$ cat config.mk
export PLATFORM = sky130hd
export DESIGN_NAME = seq_reg_controller_flat
export DESIGN_NICKNAME = d
export VERILOG_FILES = /design/src/rtl/seq_reg_controller_if.sv /design/src/rtl/seq_reg_controller.sv /design/src/flat_wrapper.sv
export SDC_FILE = /design/constraint.sdc
export NUM_CORES = 1
export LEC_CHECK = 0
export CORE_UTILIZATION = 45
export DETAILED_ROUTE_END_ITERATION = 16
export MAX_ROUTING_LAYER = met4
export PLACE_DENSITY = 0.77
export SYNTH_ARGS = -nofsm -noshare
export SYNTH_HDL_FRONTEND = slang
export SYNTH_SLANG_ARGS = --single-unit
$ cat constraint.sdc
create_clock -name clock -period 1.6 [get_ports clock]
set_input_delay 0.24 -clock clock [delete_from_list [all_inputs] [get_ports clock]]
set_output_delay 0.24 -clock clock [all_outputs]
set_load 0.01 [all_outputs]
$ cat src/rtl/seq_reg_controller_if.sv
// Bus between instruction decode (master) and the register/ALU sequencer (slave).
interface seq_reg_controller_if #(
    parameter int unsigned NREG  = 3,
    parameter int unsigned CNT_W = 4
) ();
    logic                      start;
    logic [2:0]                op;
    logic [$clog2(NREG)-1:0]   dst;
    logic [CNT_W-1:0]          count;
    logic                      mbit;
    logic [2*NREG-1:0]         treg;
    logic [1:0]                talu;
    logic                      mshr;
    logic                      busy;
    logic                      done;
    logic                      err;

    modport master (
        output start, op, dst, count, mbit,
        input  treg, talu, mshr, busy, done, err
    );

    modport slave (
        input  start, op, dst, count, mbit,
        output treg, talu, mshr, busy, done, err
    );
endinterface

$ cat src/rtl/seq_reg_controller.sv
// Multi-cycle control sequencer for the shift/add datapath.
// Drives NREG register controls plus ALU op, runs SHL and shift-add MUL sequences
// from an iteration count, start/busy/done handshake, err pulse on illegal requests.
// Optional feature macro: CTRL_MUL_EN (enables op 110 MUL; otherwise 110 is reserved).
module seq_reg_controller #(
    parameter int unsigned NREG  = 3,
    parameter int unsigned CNT_W = 4
) (
    input logic                 clock,
    input logic                 reset,
    seq_reg_controller_if.slave bus
);
    localparam int unsigned DST_W = $clog2(NREG);

    localparam logic [1:0] TREG_CLEAR  = 2'b00;
    localparam logic [1:0] TREG_LOAD   = 2'b01;
    localparam logic [1:0] TREG_HOLD   = 2'b10;
    localparam logic [1:0] TREG_SHIFTL = 2'b11;

    localparam logic [1:0] ALU_ADD  = 2'b00;
    localparam logic [1:0] ALU_SUB  = 2'b01;
    localparam logic [1:0] ALU_PASS = 2'b10;

    localparam logic [2:0] OP_NOP  = 3'b000;
    localparam logic [2:0] OP_CLR  = 3'b001;
    localparam logic [2:0] OP_LD   = 3'b010;
    localparam logic [2:0] OP_ADD  = 3'b011;
    localparam logic [2:0] OP_SUB  = 3'b100;
    localparam logic [2:0] OP_SHL  = 3'b101;
    localparam logic [2:0] OP_MUL  = 3'b110;
    localparam logic [2:0] OP_RSVD = 3'b111;

    typedef enum logic [1:0] {StIdle, StExec, StAddStep, StShiftStep} state_e;

    state_e             state_q;
    logic [2:0]         op_q;
    logic [DST_W-1:0]   dst_q;
    logic [CNT_W-1:0]   cnt_q;
    logic               illegal_q;

    logic               req_mul_op;
    logic               req_rsvd;
    logic               req_bad_dst;
    logic               req_illegal;

`ifdef CTRL_MUL_EN
    assign req_mul_op = (bus.op == OP_MUL);
    assign req_rsvd   = (bus.op == OP_RSVD);
`else
    assign req_mul_op = 1'b0;
    assign req_rsvd   = (bus.op == OP_RSVD) || (bus.op == OP_MUL);
    // mbit has no consumer without the multiply sequence
    logic unused_mbit;
    assign unused_mbit = bus.mbit;
`endif

    // NOP never touches a register, so its dst is never out of range
    assign req_bad_dst = (bus.op != OP_NOP) && (int'(bus.dst) >= int'(NREG));
    assign req_illegal = req_rsvd || req_bad_dst;

    // Sequencer state, latched request fields and iteration down-counter
    always_ff @(posedge clock) begin
        if (reset) begin
            state_q   <= StIdle;
            op_q      <= OP_NOP;
            dst_q     <= '0;
            cnt_q     <= '0;
            illegal_q <= 1'b0;
        end else begin
            unique case (state_q)
                StIdle: begin
                    if (bus.start) begin
                        op_q      <= bus.op;
                        dst_q     <= bus.dst;
                        cnt_q     <= bus.count;
                        illegal_q <= req_illegal;
                        // Illegal or zero-count requests collapse to a single EXEC cycle
                        if (req_illegal || bus.count == '0) begin
                            state_q <= StExec;
                        end else if (bus.op == OP_SHL) begin
                            state_q <= StShiftStep;
                        end else if (req_mul_op) begin
                            state_q <= StAddStep;
                        end else begin
                            state_q <= StExec;
                        end
                    end
                end
                StExec: begin
                    state_q <= StIdle;
                end
`ifdef CTRL_MUL_EN
                StAddStep: begin
                    state_q <= StShiftStep;
                end
`endif
                StShiftStep: begin
                    cnt_q <= cnt_q - CNT_W'(1);
                    if (cnt_q == CNT_W'(1)) begin
                        state_q <= StIdle;
`ifdef CTRL_MUL_EN
                    end else if (op_q == OP_MUL) begin
                        state_q <= StAddStep;
`endif
                    end else begin
                        state_q <= StShiftStep;
                    end
                end
                default: begin
                    state_q <= StIdle;
                end
            endcase
        end
    end

    logic [2*NREG-1:0] treg;
    logic [1:0]        dst_code;
    logic [1:0]        talu;
    logic              mshr;
    logic              done;
    logic              err;

    // Control decode from registered state; ADDSTEP also looks at the live mbit
    always_comb begin
        treg     = {NREG{TREG_HOLD}};
        dst_code = TREG_HOLD;
        talu     = ALU_ADD;
        mshr     = 1'b0;
        done     = 1'b0;
        err      = 1'b0;
        unique case (state_q)
            StIdle: begin
            end
            StExec: begin
                done = 1'b1;
                err  = illegal_q;
                if (!illegal_q) begin
                    unique case (op_q)
                        OP_CLR: dst_code = TREG_CLEAR;
                        OP_LD: begin
                            dst_code = TREG_LOAD;
                            talu     = ALU_PASS;
                        end
                        OP_ADD: begin
                            dst_code = TREG_LOAD;
                            talu     = ALU_ADD;
                        end
                        OP_SUB: begin
                            dst_code = TREG_LOAD;
                            talu     = ALU_SUB;
                        end
                        // NOP, and SHL/MUL with count=0, hold everything
                        default: dst_code = TREG_HOLD;
                    endcase
                end
            end
`ifdef CTRL_MUL_EN
            StAddStep: begin
                dst_code = bus.mbit ? TREG_LOAD : TREG_HOLD;
            end
`endif
            StShiftStep: begin
                dst_code = TREG_SHIFTL;
                done     = (cnt_q == CNT_W'(1));
`ifdef CTRL_MUL_EN
                mshr     = (op_q == OP_MUL);
`endif
            end
            default: begin
            end
        endcase
        for (int i = 0; i < int'(NREG); i++) begin
            if (int'(dst_q) == i) begin
                treg[2*i +: 2] = dst_code;
            end
        end
    end

    assign bus.treg = treg;
    assign bus.talu = talu;
    assign bus.mshr = mshr;
    assign bus.busy = (state_q != StIdle);
    assign bus.done = done;
    assign bus.err  = err;
endmodule

$ cat src/flat_wrapper.sv
// flat-port wrapper written by rule: the top's interface ports become plain ports
module seq_reg_controller_flat 
#(
    parameter int unsigned NREG  = 3,
    parameter int unsigned CNT_W = 4
)
  (clock, reset, bus_start, bus_op, bus_dst, bus_count, bus_mbit, bus_treg, bus_talu, bus_mshr, bus_busy, bus_done, bus_err);
  seq_reg_controller_if #(.NREG(NREG), .CNT_W(CNT_W)) bus_i ();
  input logic clock;
  input logic reset;
  input wire logic [$bits(bus_i.start)-1:0] bus_start;
  input wire logic [$bits(bus_i.op)-1:0] bus_op;
  input wire logic [$bits(bus_i.dst)-1:0] bus_dst;
  input wire logic [$bits(bus_i.count)-1:0] bus_count;
  input wire logic [$bits(bus_i.mbit)-1:0] bus_mbit;
  output wire logic [$bits(bus_i.treg)-1:0] bus_treg;
  output wire logic [$bits(bus_i.talu)-1:0] bus_talu;
  output wire logic [$bits(bus_i.mshr)-1:0] bus_mshr;
  output wire logic [$bits(bus_i.busy)-1:0] bus_busy;
  output wire logic [$bits(bus_i.done)-1:0] bus_done;
  output wire logic [$bits(bus_i.err)-1:0] bus_err;
  assign bus_i.start = bus_start;
  assign bus_i.op = bus_op;
  assign bus_i.dst = bus_dst;
  assign bus_i.count = bus_count;
  assign bus_i.mbit = bus_mbit;
  assign bus_treg = bus_i.treg;
  assign bus_talu = bus_i.talu;
  assign bus_mshr = bus_i.mshr;
  assign bus_busy = bus_i.busy;
  assign bus_done = bus_i.done;
  assign bus_err = bus_i.err;
  seq_reg_controller #(.NREG(NREG), .CNT_W(CNT_W)) u_core (.clock(clock), .reset(reset), .bus(bus_i));
endmodule
==> results.tsv, run 1 <==
metric	value	unit
vias in the first global route	798	
FF+latch area	247.7	sq um
max_cap viols	0	
die height	44.58	um
CTS Buf Count	3	
Post-Place Cell Area	1189	sq um
total clock sinks	12	
total wire length	2106	um
drt via density	5.086	
cells after synthesis	108	
DRT iter0 DRCs	21	
CP required	1.36	ns
Cell Pwr Density	638.8	nW/um^2
ys async rst share	0	%
clk_lat worst skew	0.28	ns
crit path kind	flip-flop to output pin	
drt first pass iters	4	
# H-tree levels	1	
Placement Setup Slack	-0.3085	ns
max frequency	0.5489	GHz
fin. max-slew vios	0	
Post-layout nets	170	
initial core utilization	47.77	%
layout cells sized above 1	37.33	%
Max clock buf depth	2	
first-pass GRT wire length	3325	um
CTS root buffer	clkbuf_4	
Synth top cells by count	a21oi_1 (13), nand2_1 (13), dfxtp_1 (12)	
power consumption	819.2	uW
period utilization	113.9	%
Synth top area share	29.45	%
post-synthesis sequential area ratio	29.45	%
full die area	1987	sq um
Critical Path AT	1.58	ns
total number of vias	890	
Hold Vio Cnt, Final	0	
number of synthesized flops with an enable pin	0	
top_reg_cell synth	dfxtp_1	
initial antenna violation count	0	
post-route cell area	1282	sq um
Final Util	75.09	%
grt ovf	0	
Max IR drop VDD	478.2	uV
FP Rows	15	
post-layout instance count excluding filler cells	175	
synth unique cells	34	
Setup crit start kind	flip-flop	
CP endpoint kind	output pin	
synth-to-layout area growth	57.21	%
Placer Congestion	0.7676	
n_diodes	0	
Tot GR Track Use	23.74	%
worst setup margin	-0.2217	ns
largest net degree at the start of global routing	12	
unrepaired setup endpoints after global routing	true	
Syn. warnings	0	
# fillers	129	
core area	1708	sq um
post-synth top area cell	dfxtp_1	
mean post-synth cell area	7.554	sq um
Finish-stage setup viols	7	
worst reg2reg setup slack	0.06	ns
Static Leak	0.5261	nW
setup_tns	-1.100	ns
Layout Skew	0.002636	ns
CTS tree	done	
CP max FO	3	
clock-pin slew on the worst setup and hold paths	0.08	ns
ranking of synthesized cells by area	dfxtp_1 (29%), a21oi_1 (8.0%), ha_1 (7.7%)	
area of the multi-input gates	609.3	sq um
Cells after DPL	169	
Post-Syn Area	815.8	sq um
Mapped Nets	126	
port bufs	22	
wire per inst	12.03	um
Detail Route Antenna Nets	0	
DRC	0	
failing checks	negative setup slack	
hpwl dp	1571	um
WHS	0.4672	ns
Final Critical Period	1.822	ns
Hold Crit Class	flip-flop to flip-flop	
Yosys reg bits	12	
status	finished, violations left	
Die W	44.58	um
I/O Pins	25	
cells in the final DEF, fill, tap and decap left out, types with 2 or more instances in the layout:
cell type and count:
a211o_1 2, a21o_1 2, a21oi_1 10, a21oi_2 3, buf_2 10, buf_4 20, buf_6 2, clkbuf_4 3
clkdlybuf4s50_1 11, dfxtp_1 8, dfxtp_2 3, ha_1 2, ha_4 3, inv_1 5, inv_2 3, nand2_1 13
nand2b_1 9, nand3_1 6, nor2_1 7, nor2b_1 2, o21ai_1 2
critical path, cell delays in order, from the launching register on:
cell and delay [ns]:
dfxtp_1 0.32, or3b_4 0.42, a211oi_4 0.23, buf_4 0.15
nand2b_1 0.05, buf_2 0.14
state kept, by name (all words and copies together), names as in the netlist:
name              count
u_core.illegal_q      1
u_core.state_q        2
u_core.cnt_q          4
u_core.op_q           3
u_core.dst_q          2
power breakdown:
group / internal [mW] / total, mW / switching [mW]
Sequential: 0.321 / 0.338 / 0.0171
Clock: 0.0876 / 0.195 / 0.107
Combinational: 0.156 / 0.286 / 0.131
Total: 0.564 / 0.819 / 0.255
cell families (layout without fill, tap and decap cells):
group           count (synthesis)  in the layout  synth area share, %
mux                             1              1                1.687
compound gates                 28             28                22.70
flops                          12             12                29.45
buf+inv                        13             55                7.208
simple gates                   48             48                30.83
fa+ha+maj                       5              5                7.669
other cells                     1              1               0.4597
final timing paths:
check,from,endpoint,cells after the start
setup / recovery,u_core.op_q[1],bus_treg[3],5
hold / removal,u_core.illegal_q,u_core.illegal_q,2
setup reg to reg,u_core.state_q[1],u_core.cnt_q[0],6
hold reg to reg,u_core.illegal_q,u_core.illegal_q,2
metal layers:
| metal | vias to the layer above | part of all wire (%) | global-route usage, % |
|---|---|---|---|
| met3 | 4 | 5.1 | 7.347 |
| met4 | 0 | 1.5 | 5.455 |
| met1 | 403 | 45 | 28.71 |
| met5 | - | 0 | - |
| met2 | 23 | 48 | 38.53 |
| li1 | 460 | - | - |
cell type report:
| type | instances | area share, % |
|---|---|---|
| Clock buffer | 3 | 1.756 |
| Sequential cell | 12 | 19.32 |
| Multi-Input combinational cell | 83 | 47.51 |
| Timing Repair Buffer | 44 | 26.63 |
| Inverter | 8 | 2.341 |
| Tap cell | 25 | 2.439 |
repair_timing:
item	4_1_cts	5_1_grt
setup endpoints to repair	11	15
hold buffers	0	0
gates resized for setup	54	14
pin swaps	7	6
buffers inserted	3	1
No activity file was read; power rests on OpenSTA's default activity.
==> run 2, diff against run 1 <==
CORE_UTILIZATION = 49   (was 45)
PLACE_DENSITY = 0.83   (was 0.77)
REMOVE_ABC_BUFFERS = 1   (was unset)
clock period = 2.2 ns   (was 1.6 ns; I/O delays follow)
==> run 2 against run 1 <==
Against the previous run:
- the flow now finishes without violations
- sequential power shrank 27%
- global-route usage shrank 0.57 points
- hold slack gained 0.0051 ns
- design area shrank 15%
- wire length shrank 13%
- count of clock-buffer cells in the layout grew 1
- final cell count shrank 17%
- combinational power shrank 48%
- critical path depth is the same
- utilization shrank 3.7 points
- sequential cell count is the same
- critical path type unchanged
- largest cell class unchanged
==> results.tsv, run 2 (synthesized netlist as in run 1, its figures left out) <==
metric	value	unit	change
total number of vias	800		-10%
Largest register FFs	4		unchanged
layout cells sized above 1	8.462	%	-29 points
unrepaired setup endpoints after global routing	false		
Hold Vio Cnt, Final	0		unchanged
worst setup margin	0.1147	ns	+0.3364 ns
CTS Buf Count	3		unchanged
Worst Reg-to-Reg Cells	5		-1
vias in the first global route	708		-11%
hold buffers post-CTS	0		unchanged
Tot GR Track Use	23.17	%	-0.57 points
core area	1524	sq um	-11%
drt via density	5.479		+7.7%
max_cap viols	0		unchanged
Cell Pwr Density	527.9	nW/um^2	-17%
full die area	1832	sq um	-7.8%
hpwl dp	1385	um	-12%
WHS	0.4723	ns	+0.005145 ns
Critical Path AT	1.76	ns	+0.18 ns
most common cell after layout, fill and taps aside	clkdlybuf4s50_1		
top flop regs	u_core.cnt_q: 4 flops, u_core.op_q: 3 flops		
setup_tns	0	ns	+1.100 ns
total clock sinks	12		unchanged
Final Critical Period	2.085	ns	
wire per inst	12.58	um	+4.5%
Die W	42.80	um	-4.0%
Placement Setup Slack	0.1978	ns	+0.5063 ns
clock-pin slew on the worst setup and hold paths	0.07	ns	about the same
die height	42.80	um	-4.0%
worst reg2reg setup slack	0.47	ns	+0.41 ns
Largest Register	u_core.cnt_q		
Max IR drop VDD	393.0	uV	-18%
Detail Route Antenna Nets	0		unchanged
Setup crit start kind	flip-flop		
I/O Pins	25		unchanged
Layout Skew	0.01183	ns	+0.009197 ns
Global Route met3 Usage	7.660	%	+0.31 points
Final Util	71.43	%	-3.7 points
Finish-stage setup viols	0		-7
first-pass GRT wire length	3056	um	-8.1%
CTS root buffer	clkbuf_4		
Critical Path Start	u_core.state_q[1]		
Hold Crit Class	flip-flop to flip-flop		
worst r2r src	u_core.state_q[1]		
Max clock buf depth	2		unchanged
FP Rows	14		-1
# H-tree levels	1		unchanged
fin. max-slew vios	0		unchanged
synth-to-layout area growth	33.44	%	
GR Layer Usage met2	37.58	%	-0.95 points
CP endpoint kind	output pin		
GRT busiest layer	met2		
total wire length	1836	um	-13%
largest net degree at the start of global routing	15		+3
CTS tree	done		
CP required	1.87	ns	+0.51 ns
grt ovf	0		unchanged
clk_lat worst skew	0.29	ns	about the same
min-delay src	u_core.illegal_q		
Static Leak	0.4198	nW	-20%
GR Layer Usage met1	26.04	%	-2.7 points
n_diodes	0		unchanged
Post-layout nets	149		-12%
Setup crit end	bus_talu[1]		
status	completed		
Reg-to-Reg End	u_core.cnt_q[2]		
period utilization	94.79	%	
port bufs	22		unchanged
CP max FO	4		+1
max frequency	0.4795	GHz	
drt first pass iters	4		unchanged
initial antenna violation count	0		unchanged
crit path kind	flip-flop to output pin		
initial core utilization	53.53	%	+5.8 points
Placer Congestion	0.8108		+5.6%
most frequent cells in the layout	clkdlybuf4s50_1 (15), a21oi_1 (13), nand2_1 (13)		
DRT iter0 DRCs	10		-52%
# fillers	141		+9.3%
DRC	0		unchanged
## run 2: cell types whose count changed in the layout (fill, tap and decap cells not counted), sizes merged
| cell | delta |
|---|---|
| clkdlybuf4s50 | +4 |
| clkbuf | +1 |
| dlygate4sd2 | +3 |
| buf | -31 |
| dlymetal6s2s | +3 |
## run 2: what timing repair did
action                                 CTS  global route
setup endpoints to repair                7             4
pin swaps                                0             0
resized for setup                        5             6
endpoints found under the hold margin    0             0
buffers inserted                         0             0
## run 2: final cells by class
type                       count  area [sq um]  share of cell area [%]
multi-input combinational     83         531.8                   48.85
sequential                    12         240.2                   22.07
timing repair buffer          23         230.2                   21.15
clock buffer                   4         36.28                   3.333
inverter                       8         30.03                   2.759
tap                           16         20.02                   1.839
## run 2: critical path, cell delays in order, from the launching register on
cell and delay [ns]:
dfxtp_1 0.32, inv_1 0.10, ha_2 0.21, nand2b_2 0.11, nor3_1 0.18, clkdlybuf4s50_1 0.55
## run 2: per-layer routing
layer,vias to the layer above,part of all wire (%)
li1,417,-
met1,364,43
met2,15,51
met3,4,3.6
met4,0,1.7
met5,-,0
## run 2: power breakdown
| part | internal, mW | leakage [nW] | switching, mW | total (mW) |
|---|---|---|---|---|
| clock | 0.101 | 0.0210 | 0.0790 | 0.180 |
| sequential | 0.233 | 0.0985 | 0.0144 | 0.247 |
| combinational | 0.0731 | 0.300 | 0.0746 | 0.148 |
## run 2: worst min path at each step
stage                             endpoint  depth (start not counted)
after CTS                 u_core.illegal_q                          2
after global placement    u_core.illegal_q                          2
after floorplan            u_core.cnt_q[0]                          1
after detailed placement  u_core.illegal_q                          2
after global routing       u_core.cnt_q[1]                          2
final                     u_core.illegal_q                          2
## run 2: through the flow
| step | power (mW) | cells | cell area, sq um |
|---|---|---|---|
| global route | 0.6083 | 146 | 1089 |
| CTS | 0.5749 | 146 | 1069 |
| floorplan | 0.3335 | 103 | 787.0 |
| finish | 0.5747 | 146 | 1089 |
| detailed placement | 0.3963 | 142 | 1035 |
| global placement | 0.3902 | 142 | 1035 |
